`src/rtl/mlp_load_sequencer.sv`:
```
// mlp_load_sequencer
//   Autonomous load controller for MLP_acc_top. On start it walks the staging
//   memory, one read outstanding at a time, and replays each word as a single
//   load beat in the order the accelerator expects:
//     layer 0      : per row, BEATS input beats then BEATS weight beats
//     layers 1..N  : per row, BEATS weight beats only
//   After the last row of a layer it waits for acc_layer_done_i before moving on.
//
// Ports
//   clk, rst              clock, synchronous active-high reset
//   start_i, last_layer_i run request (sampled in IDLE only) and last layer index
//   busy_o, done_o        run in progress / one-cycle end-of-run pulse
//   mem_req_o, mem_sel_o, mem_addr_o   staging read request (sel 1 = input buffer)
//   mem_rvalid_i, mem_rdata_i          staging read response, any latency >= 1
//   acc_layer_done_i      accelerator finished the current layer
//   load_en_o, load_payload_o, load_type_o, input_load_number_o,
//   layer_number_o, weight_number_o    accelerator load interface
//
// Build option
//   LOAD_SEQ_PERF_EN  adds perf_cycles_o, a count of busy cycles for the last run.

module mlp_load_sequencer #(
    parameter int ROWS   = 16,
    parameter int BEATS  = 8,
    parameter int ADDR_W = 11
) (
    input  logic                       clk,
    input  logic                       rst,
    input  logic                       start_i,
    input  logic [2:0]                 last_layer_i,
    output logic                       busy_o,
    output logic                       done_o,
    output logic                       mem_req_o,
    output logic                       mem_sel_o,
    output logic [ADDR_W-1:0]          mem_addr_o,
    input  logic                       mem_rvalid_i,
    input  logic [31:0]                mem_rdata_i,
    input  logic                       acc_layer_done_i,
    output logic                       load_en_o,
    output logic [31:0]                load_payload_o,
    output logic                       load_type_o,
    output logic [$clog2(ROWS)-1:0]    input_load_number_o,
    output logic [2:0]                 layer_number_o,
    output logic [$clog2(BEATS)-1:0]   weight_number_o
`ifdef LOAD_SEQ_PERF_EN
    ,
    output logic [31:0]                perf_cycles_o
`endif
);

    localparam int RW           = $clog2(ROWS);
    localparam int BW           = $clog2(BEATS);
    localparam int LAYER_STRIDE = ROWS * BEATS;

    typedef enum logic [2:0] {
        S_IDLE,
        S_FETCH,
        S_WAIT,
        S_ISSUE,
        S_LWAIT,
        S_DONE
    } state_t;

    state_t          state;
    logic [2:0]      last_layer;
    logic [2:0]      layer;
    logic [RW-1:0]   row;
    logic [BW-1:0]   beat;
    logic            phase_in;      // 1 = input phase, 0 = weight phase

    logic [BW-1:0]   nxt_beat;
    logic [RW-1:0]   nxt_row;
    logic            nxt_phase;
    logic            layer_end;

    // Input words live at row*BEATS+beat of the input buffer; weight words are
    // laid out one ROWS*BEATS block per layer in the weight buffer.
    function automatic logic [ADDR_W-1:0] beat_addr(input logic sel, input logic [2:0] lyr,
                                                    input logic [RW-1:0] r, input logic [BW-1:0] b);
        logic [ADDR_W-1:0] a;
        a = ADDR_W'(r) * ADDR_W'(BEATS) + ADDR_W'(b);
        if (!sel)
            a = a + ADDR_W'(lyr) * ADDR_W'(LAYER_STRIDE);
        return a;
    endfunction

    // Where the counters go after the beat now being issued.
    always_comb begin
        nxt_beat  = beat + 1'b1;
        nxt_row   = row;
        nxt_phase = phase_in;
        layer_end = 1'b0;
        if (beat == BW'(BEATS - 1)) begin
            nxt_beat = '0;
            if (phase_in) begin
                nxt_phase = 1'b0;
            end else begin
                // Only layer 0 goes back to an input phase for the next row.
                nxt_phase = (layer == 3'd0);
                if (row == RW'(ROWS - 1)) begin
                    nxt_row   = '0;
                    layer_end = 1'b1;
                end else begin
                    nxt_row = row + 1'b1;
                end
            end
        end
    end

    always_ff @(posedge clk) begin
        if (rst) begin
            state               <= S_IDLE;
            last_layer          <= '0;
            layer               <= '0;
            row                 <= '0;
            beat                <= '0;
            phase_in            <= 1'b0;
            busy_o              <= 1'b0;
            done_o              <= 1'b0;
            mem_req_o           <= 1'b0;
            mem_sel_o           <= 1'b0;
            mem_addr_o          <= '0;
            load_en_o           <= 1'b0;
            load_payload_o      <= '0;
            load_type_o         <= 1'b0;
            input_load_number_o <= '0;
            layer_number_o      <= '0;
            weight_number_o     <= '0;
        end else begin
            mem_req_o <= 1'b0;
            load_en_o <= 1'b0;
            done_o    <= 1'b0;
            case (state)
                S_IDLE: begin
                    if (start_i) begin
                        last_layer <= last_layer_i;
                        layer      <= '0;
                        row        <= '0;
                        beat       <= '0;
                        phase_in   <= 1'b1;
                        busy_o     <= 1'b1;
                        mem_req_o  <= 1'b1;
                        mem_sel_o  <= 1'b1;
                        mem_addr_o <= '0;
                        state      <= S_FETCH;
                    end
                end
                S_FETCH: state <= S_WAIT;
                S_WAIT: begin
                    if (mem_rvalid_i) begin
                        load_payload_o      <= mem_rdata_i;
                        load_en_o           <= 1'b1;
                        // Sideband only changes here, so it stays put between beats.
                        load_type_o         <= phase_in;
                        input_load_number_o <= row;
                        layer_number_o      <= layer;
                        weight_number_o     <= phase_in ? '0 : beat;
                        state               <= S_ISSUE;
                    end
                end
                S_ISSUE: begin
                    beat     <= nxt_beat;
                    row      <= nxt_row;
                    phase_in <= nxt_phase;
                    if (layer_end) begin
                        state <= S_LWAIT;
                    end else begin
                        mem_req_o  <= 1'b1;
                        mem_sel_o  <= nxt_phase;
                        mem_addr_o <= beat_addr(nxt_phase, layer, nxt_row, nxt_beat);
                        state      <= S_FETCH;
                    end
                end
                S_LWAIT: begin
                    if (acc_layer_done_i) begin
                        if (layer == last_layer) begin
                            done_o <= 1'b1;
                            state  <= S_DONE;
                        end else begin
                            layer      <= layer + 3'd1;
                            phase_in   <= 1'b0;
                            mem_req_o  <= 1'b1;
                            mem_sel_o  <= 1'b0;
                            mem_addr_o <= beat_addr(1'b0, layer + 3'd1, '0, '0);
                            state      <= S_FETCH;
                        end
                    end
                end
                S_DONE: begin
                    busy_o <= 1'b0;
                    state  <= S_IDLE;
                end
                default: state <= S_IDLE;
            endcase
        end
    end

`ifdef LOAD_SEQ_PERF_EN
    // Counts every cycle busy_o is high, including the done cycle; holds after.
    always_ff @(posedge clk) begin
        if (rst)
            perf_cycles_o <= '0;
        else if (state == S_IDLE && start_i)
            perf_cycles_o <= '0;
        else if (busy_o)
            perf_cycles_o <= perf_cycles_o + 32'd1;
    end
`else
    // No cycle counter in this build.
`endif

endmodule

```
`config.mk`:
```
export PLATFORM = sky130hd
export DESIGN_NAME = mlp_load_sequencer
export DESIGN_NICKNAME = d
export VERILOG_FILES = /design/src/rtl/mlp_load_sequencer.sv
export SDC_FILE = /design/constraint.sdc
export NUM_CORES = 1
export LEC_CHECK = 0
export ABC_AREA = 1
export CELL_PAD_IN_SITES_DETAIL_PLACEMENT = 0
export CELL_PAD_IN_SITES_GLOBAL_PLACEMENT = 2
export CORE_MARGIN = 2
export CORE_UTILIZATION = 25
export CTS_CLUSTER_DIAMETER = 60
export DETAILED_ROUTE_END_ITERATION = 10
export PLACE_DENSITY = 0.85
export RECOVER_POWER = 100
export SLEW_MARGIN = 5
export SYNTH_ARGS = -nofsm -noshare
export SYNTH_HDL_FRONTEND = slang
export SYNTH_SLANG_ARGS = --single-unit
```
`constraint.sdc`:
```
create_clock -name clk -period 1.97 [get_ports clk]
set_input_delay 0.2955 -clock clk [delete_from_list [all_inputs] [get_ports clk]]
set_output_delay 0.2955 -clock clk [all_outputs]
set_load 0.02 [all_outputs]
```
==> results_dict.tcl, run 1 <==
set metrics [dict create \
    setup_viol 0 \
    worstPathMaxFanout 4 \
    grt_use_met1_pct 17.2 \
    yosysTopAreaCellShare_pct 49.5 \
    cts_tree "done" \
    maxSlewViolCount 0 \
    power.switching_mw 1.03 \
    viasPerCell 4.40 \
    p_leak_nw 1.91 \
    core_area_sq_mm 0.0119 \
    cp.arrival_ps 1960 \
    multi_input_area_sq_mm 0.00134 \
    crit_path_start_kind "flip-flop" \
    use_met3_pct 4.55 \
    drive_above_1_share_pct 6.99 \
    grt_use_met2_pct 21.0 \
    area_growth_pct 46.2 \
    dieArea_sq_mm 0.0130 \
    setup_tns_ps 0 \
    yosysUniqueCellTypes 29 \
    yosysWarnings 0 \
    pwr-share-seq_pct 43.8 \
    layout_commonest_cell "nand2_1" \
    ios 99 \
    max-cap-violations 0 \
    cts.hold.buffers_added 0 \
    synth-seq-cells 75 \
    cts_inserted_buffers 9 \
    final.min_clock_period_ps 1730 \
    wl_per_cell_um 12.5 \
    critPathKind "flip-flop to flip-flop" \
    end_kind "flip-flop" \
    switching_share_pct 27.2 \
    clk_path_buf_depth 2 \
    p_comb_share_pct 16.5 \
    yosysSeqAreaShare_pct 49.5 \
    top_usage_layer "met2" \
    drt_iter0_markers 183 \
    grtUsageTotal_pct 13.3 \
    synth_cells 412 \
    slew_headroom_pct 39.2 \
    power.density_mw_per_mm2 855 \
    hold_viol_final 0 \
    gp_congestion 0.790 \
    r2r_cells 11 \
    final_cell_mix "144 x nand2_1, 75 x dfxtp_1, 62 x a21oi_1" \
    grt_first_pass_wirelength_um 13700 \
    p_int_mw 2.76 \
    synth.area.top_cells "dfxtp_1 50%, nand2_1 18%, a21oi_1 10%, nor2_1 3.8%, nand3_1 2.8%" \
    first_global_vias 2834 \
    grt_max_degree 40 \
    fillers 1299 \
    worst_pin_slew_ps 912 \
    cts_max_level 3 \
    wl_um 8290 \
    die_width_um 114 \
    drtAntennaViolNets 0 \
    firstDrtPassIters 4 \
    portBuffers 97 \
    skew_ps 7.30 \
    crit_chain "ha_1 -> ha_1 -> nand2_1 -> buf_4 -> inv_1 -> o21ai_0 -> inv_1 -> o21ai_0 -> nand2_1 -> nand2_1 -> nor2_1" \
    crit_required_ps 2200 \
    rsz0062_at_grt "no" \
    fmax_mhz 577 \
    cts.sinks 75 \
    crit_top_cell "nand2_1" \
    cp_slowest_cell "dfxtp_1" \
    rows 40 \
    synth_area_sq_mm 0.00303 \
    diodes 0 \
    clk-insertion-delay-late_ps 330 \
    crit_path_max_incr_delay_ps 330 \
    clk_pin_slew_ps 60 \
    regArea_sq_mm 0.00150 \
    synth_top_cell_by_area "dfxtp_1" \
    postSynthNetCount 457 \
    clkPwrFrac_pct 39.7 \
    initial_utilization_pct 25.5 \
    antenna_found_initial 0 \
    fin_nets 555 \
    die_y_um 114 \
    root_buffer "clkbuf_16" \
    hold_ws_ps 460 \
    drc 0 \
    hpwl_um 6120 \
    vias 2911 \
    hold_depth 2 \
    status "finished clean" \
    hp-class "flip-flop to flip-flop" \
    syn_avg_cell_area_sq_um 7.36 \
    finalCritPeriodShare_pct 87.9 \
    peakVddDrop_mv 0.348 \
    grt_overflow 0 \
]
[routing by layer]
| layer | wire (um) | share of wire [%] |
|---|---|---|
| met2 | 3690 | 45 |
| met4 | 98 | 1.2 |
| met1 | 4050 | 49 |
| met3 | 443 | 5.3 |
| met5 | 0 | 0 |
[synthesized netlist by cell type]
cell type  instances
nand2_1          144
dfxtp_1           75
a21oi_1           62
nor2_1            31
inv_1             21
nand3_1           17
clkbuf_1          11
o21ai_0            9
buf_2              5
ha_1               5
inv_2              4
nand2_2            3
nand3b_1           3
nor2_2             3
nor2_4             3
buf_4              2
nor3_1             2
a211oi_1           1
a21boi_1           1
a31o_2             1
buf_6              1
clkinv_1           1
conb_1             1
nand3_2            1
o21a_1             1
o21bai_1           1
o31ai_1            1
xnor2_1            1
xor2_1             1
[cells by family (layout without fill, tap and decap cells)]
| kind of cell | after synthesis | after routing | share of synthesized area, % |
|---|---|---|---|
| fa+ha+maj | 5 | 5 | 2.06 |
| flops | 75 | 75 | 49.5 |
| xor+xnor | 2 | 2 | 0.578 |
| buf+inv | 45 | 148 | 6.27 |
| simple gates | 207 | 207 | 28.2 |
| compound gates | 77 | 77 | 13.2 |
| other cells | 1 | 1 | 0.124 |
[power groups by stage]
stage | Combinational, mW | Clock [mW] | Sequential (mW)
4_1_cts | 0.662 | 1.56 | 1.67
6_report | 0.626 | 1.50 | 1.66
2_1_floorplan | 0.299 | 0 | 1.76
5_1_grt | 0.703 | 1.62 | 1.67
3_5_place_dp | 0.658 | 0 | 1.70
3_3_place_gp | 0.653 | 0 | 1.70
[per-stage QoR]
step           instances  area (sq um)  worst slack (ps)  power, mW  util (%)
2_1_floorplan        412          3030               351       2.06         -
3_3_place_gp         646          4180               154       2.35      35.1
3_5_place_dp         646          4180              74.1       2.36      35.1
4_1_cts              662          4450              63.1       3.89      37.3
5_1_grt              662          4430              13.6       4.00      37.2
6_report             662          4430               238       3.79      37.2
[worst max-delay path: cells and delay by family (launching register included)]
| kind | cells | cell delay [ps] |
|---|---|---|
| DFF | 1 | 330 |
| adders and majority gates | 2 | 430 |
| AOI/OAI and AO/OA | 2 | 290 |
| buffers and inverters | 3 | 250 |
| and+or+nand+nor | 4 | 310 |
[flip-flops by register name, indices dropped and copies added, names as in the netlist]
name,cells
mem_sel_o,1
state,3
load_payload_o,32
weight_number_o,3
layer,3
busy_o,1
layer_number_o,3
row,4
mem_addr_o,10
input_load_number_o,4
last_layer,3
load_type_o,1
mem_req_o,1
beat,3
done_o,1
load_en_o,1
phase_in,1
[cell type report]
class                      instances  area share, %
clock buffer                      12           5.56
clock inverter                     4          0.593
inverter                          26           2.20
multi-input combinational        292           30.3
sequential                        75           33.9
tap                              147           4.15
timing repair buffer             106           23.4
[final timing paths]
| kind | from | to | slack (ps) |
|---|---|---|---|
| max reg2reg | beat[0]$_SDFFE_PP0P_ | mem_addr_o[4]$_SDFFE_PP0P_ | 240 |
| max | beat[0]$_SDFFE_PP0P_ | mem_addr_o[4]$_SDFFE_PP0P_ | 240 |
| min | load_payload_o[0]$_SDFFE_PP0P_ | load_payload_o[0]$_SDFFE_PP0P_ | 460 |
| min reg2reg | load_payload_o[0]$_SDFFE_PP0P_ | load_payload_o[0]$_SDFFE_PP0P_ | 460 |
[timing repair]
item | 4_1_cts | 5_1_grt
setup buffers | 0 | 0
endpoints found under the hold margin | 0 | 0
gates resized for setup | 0 | 2
endpoints found under the setup margin | 0 | 9
No activity file was read; power rests on OpenSTA's default activity.
==> inputs of run 2 (changes only) <==
CORE_UTILIZATION = 26   (was 25)
PLACE_DENSITY = 0.88   (was 0.85)
clock period = 2.18 ns   (was 1.97 ns; I/O delays follow)
==> run 2 against run 1 <==
Effect of this change: total power down 7.3%; hold slack better by 1.4 ps; maximum frequency down 8.0%; clock skew down 1.3 ps; non-clock buffer count down 3; global-route usage up 0.30 points; critical path type unchanged; largest power group unchanged; sequential power down 9.6%.
==> results_dict.tcl, run 2 (same netlist as run 1, synthesis figures left out) <==
set metrics [dict create \
    clk_pin_slew_ps 50 \
    final_cell_mix "144 x nand2_1, 75 x dfxtp_1, 62 x a21oi_1" \
    grt_max_degree 45 \
    worst_pin_slew_ps 558 \
    crit_chain "nor2_1 -> nand3_1 -> clkbuf_4 -> nor2_2 -> nand2_1 -> a21oi_1" \
    slew_headroom_pct 62.8 \
    cp_slowest_cell "clkbuf_4" \
    grt_overflow 0 \
    cts_inserted_buffers 9 \
    r2r_cells 6 \
    worst-path-buf-inv 1 \
    regMostFlops "load_payload_o" \
    drive_above_1_share_pct 6.05 \
    crit_path_start "state[2]$_SDFFE_PP0P_" \
    switching_share_pct 25.8 \
    hp-class "flip-flop to flip-flop" \
    vias 2924 \
    ios 99 \
    crit_path_start_kind "flip-flop" \
    worstPathMaxFanout 34 \
    maxSlewViolCount 0 \
    rows 39 \
    crit-reg2reg-launch "state[2]$_SDFFE_PP0P_" \
    first_global_vias 2816 \
    gp_congestion 0.818 \
    drt_iter0_markers 183 \
    cp.arrival_ps 2140 \
    cts_max_level 3 \
    crit_end "weight_number_o[0]$_SDFFE_PP0P_" \
    final.min_clock_period_ps 1880 \
    post_dp_cell_area_sq_mm 0.00416 \
    clk-insertion-delay-late_ps 330 \
    power.density_mw_per_mm2 794 \
    cp_num_cells 6 \
    hold_ws_ps 461 \
    pwr-share-seq_pct 42.7 \
    hpwl_um 5780 \
    setup_viol 0 \
    core_area_sq_mm 0.0114 \
    cts_setup_buffers 0 \
    root_buffer "clkbuf_16" \
    viasPerCell 4.46 \
    r2r_end "weight_number_o[0]$_SDFFE_PP0P_" \
    largest_reg_flops 32 \
    reg_top3 "load_payload_o (32), mem_addr_o (10)" \
    total_power_mw 3.51 \
    max-cap-violations 0 \
    drtAntennaViolNets 0 \
    grt_first_pass_wirelength_um 13800 \
    skew_ps 6.01 \
    final_core_util_pct 38.7 \
    setup_tns_ps 0 \
    wl_um 8170 \
    end_kind "flip-flop" \
    cts.sinks 75 \
    critPathKind "flip-flop to flip-flop" \
    portBuffers 97 \
    r2r_slack_ps 300 \
    rsz0062_at_grt "no" \
    hold_viol_final 0 \
    fmax_mhz 531 \
    finalCritPeriodShare_pct 86.4 \
    p_leak_nw 1.91 \
    cts_tree "done" \
    cts-resized-gates 0 \
    cts.hold.buffers_added 0 \
    status "finished clean" \
    die_y_um 112 \
    initial_utilization_pct 26.6 \
    crit_required_ps 2440 \
    p_int_mw 2.61 \
    area_growth_pct 45.8 \
    dieArea_sq_mm 0.0125 \
    clk_path_buf_depth 2 \
    crit_path_max_incr_delay_ps 420 \
    antenna_found_initial 0 \
    die_width_um 112 \
    drc 0 \
    clkPwrFrac_pct 41.3 \
    grtUsageTotal_pct 13.6 \
    p_comb_share_pct 16.0 \
    firstDrtPassIters 4 \
    fin_nets 552 \
    diodes 0 \
    wl_per_cell_um 12.5 \
    layout_commonest_cell "nand2_1" \
    peakVddDrop_mv 0.325 \
    final_area_sq_mm 0.00442 \
    power.switching_uw 906 \
    cp_top_family "simple AND/OR/NAND/NOR gates" \
]
## run 2: cell types whose count changed in the layout (fill, tap and decap cells not counted), moves of 2 or more
cell,before,now
clkbuf_2,2,0
nor2_1,31,33
nor2_2,3,1
buf_4,5,3
## run 2: worst min path at each step
stage | from | end | slack (ps) | depth (start not counted)
global placement | load_payload_o[13]$_SDFFE_PP0P_ | load_payload_o[13]$_SDFFE_PP0P_ | 450 | 2
finish | load_payload_o[3]$_SDFFE_PP0P_ | load_payload_o[3]$_SDFFE_PP0P_ | 460 | 2
floorplan | beat[1]$_SDFFE_PP0P_ | weight_number_o[1]$_SDFFE_PP0P_ | 460 | 2
detailed placement | load_payload_o[27]$_SDFFE_PP0P_ | load_payload_o[27]$_SDFFE_PP0P_ | 460 | 2
global route | load_payload_o[15]$_SDFFE_PP0P_ | load_payload_o[15]$_SDFFE_PP0P_ | 480 | 2
CTS | load_payload_o[27]$_SDFFE_PP0P_ | load_payload_o[27]$_SDFFE_PP0P_ | 470 | 2
## run 2: cell type report
type / count / area, sq um
timing repair buffer: 103 / 1020
tap: 143 / 179
clock buffer: 14 / 254
inverter: 26 / 97.6
sequential: 75 / 1500
fill: 1213 / 7000
multi-input combinational: 292 / 1340
clock inverter: 2 / 35.0
## run 2: per-layer routing
layer / vias to the layer above / GRT usage [%] / part of all wire [%]
li1: 1505 / - / -
met1: 1329 / 18.0 / 48
met2: 80 / 21.1 / 43
met3: 10 / 3.70 / 6.6
met4: 0 / 5.85 / 1.7
met5: - / 0 / 0
## run 2: worst register-to-register path, stage by stage, from the launching register on
cell	delay (ps)
dfxtp_1	360
nor2_1	270
nand3_1	320
clkbuf_4	420
nor2_2	250
nand2_1	80
a21oi_1	120
## run 2: power groups by stage
| stage | Sequential [mW] | Clock, mW | Combinational (mW) |
|---|---|---|---|
| floorplan | 1.59 | 0 | 0.270 |
| global placement | 1.53 | 0 | 0.588 |
| detailed placement | 1.53 | 0 | 0.589 |
| CTS | 1.50 | 1.50 | 0.593 |
| global route | 1.51 | 1.57 | 0.630 |
| finish | 1.50 | 1.45 | 0.561 |
## run 2: metrics by stage
| stage | std cells | worst slack [ps] |
|---|---|---|
| final | 655 | 297 |
| after global routing | 655 | 58.7 |
| after CTS | 655 | 211 |
| after detailed placement | 639 | 232 |
| after global placement | 639 | 324 |
| after floorplan | 412 | 561 |
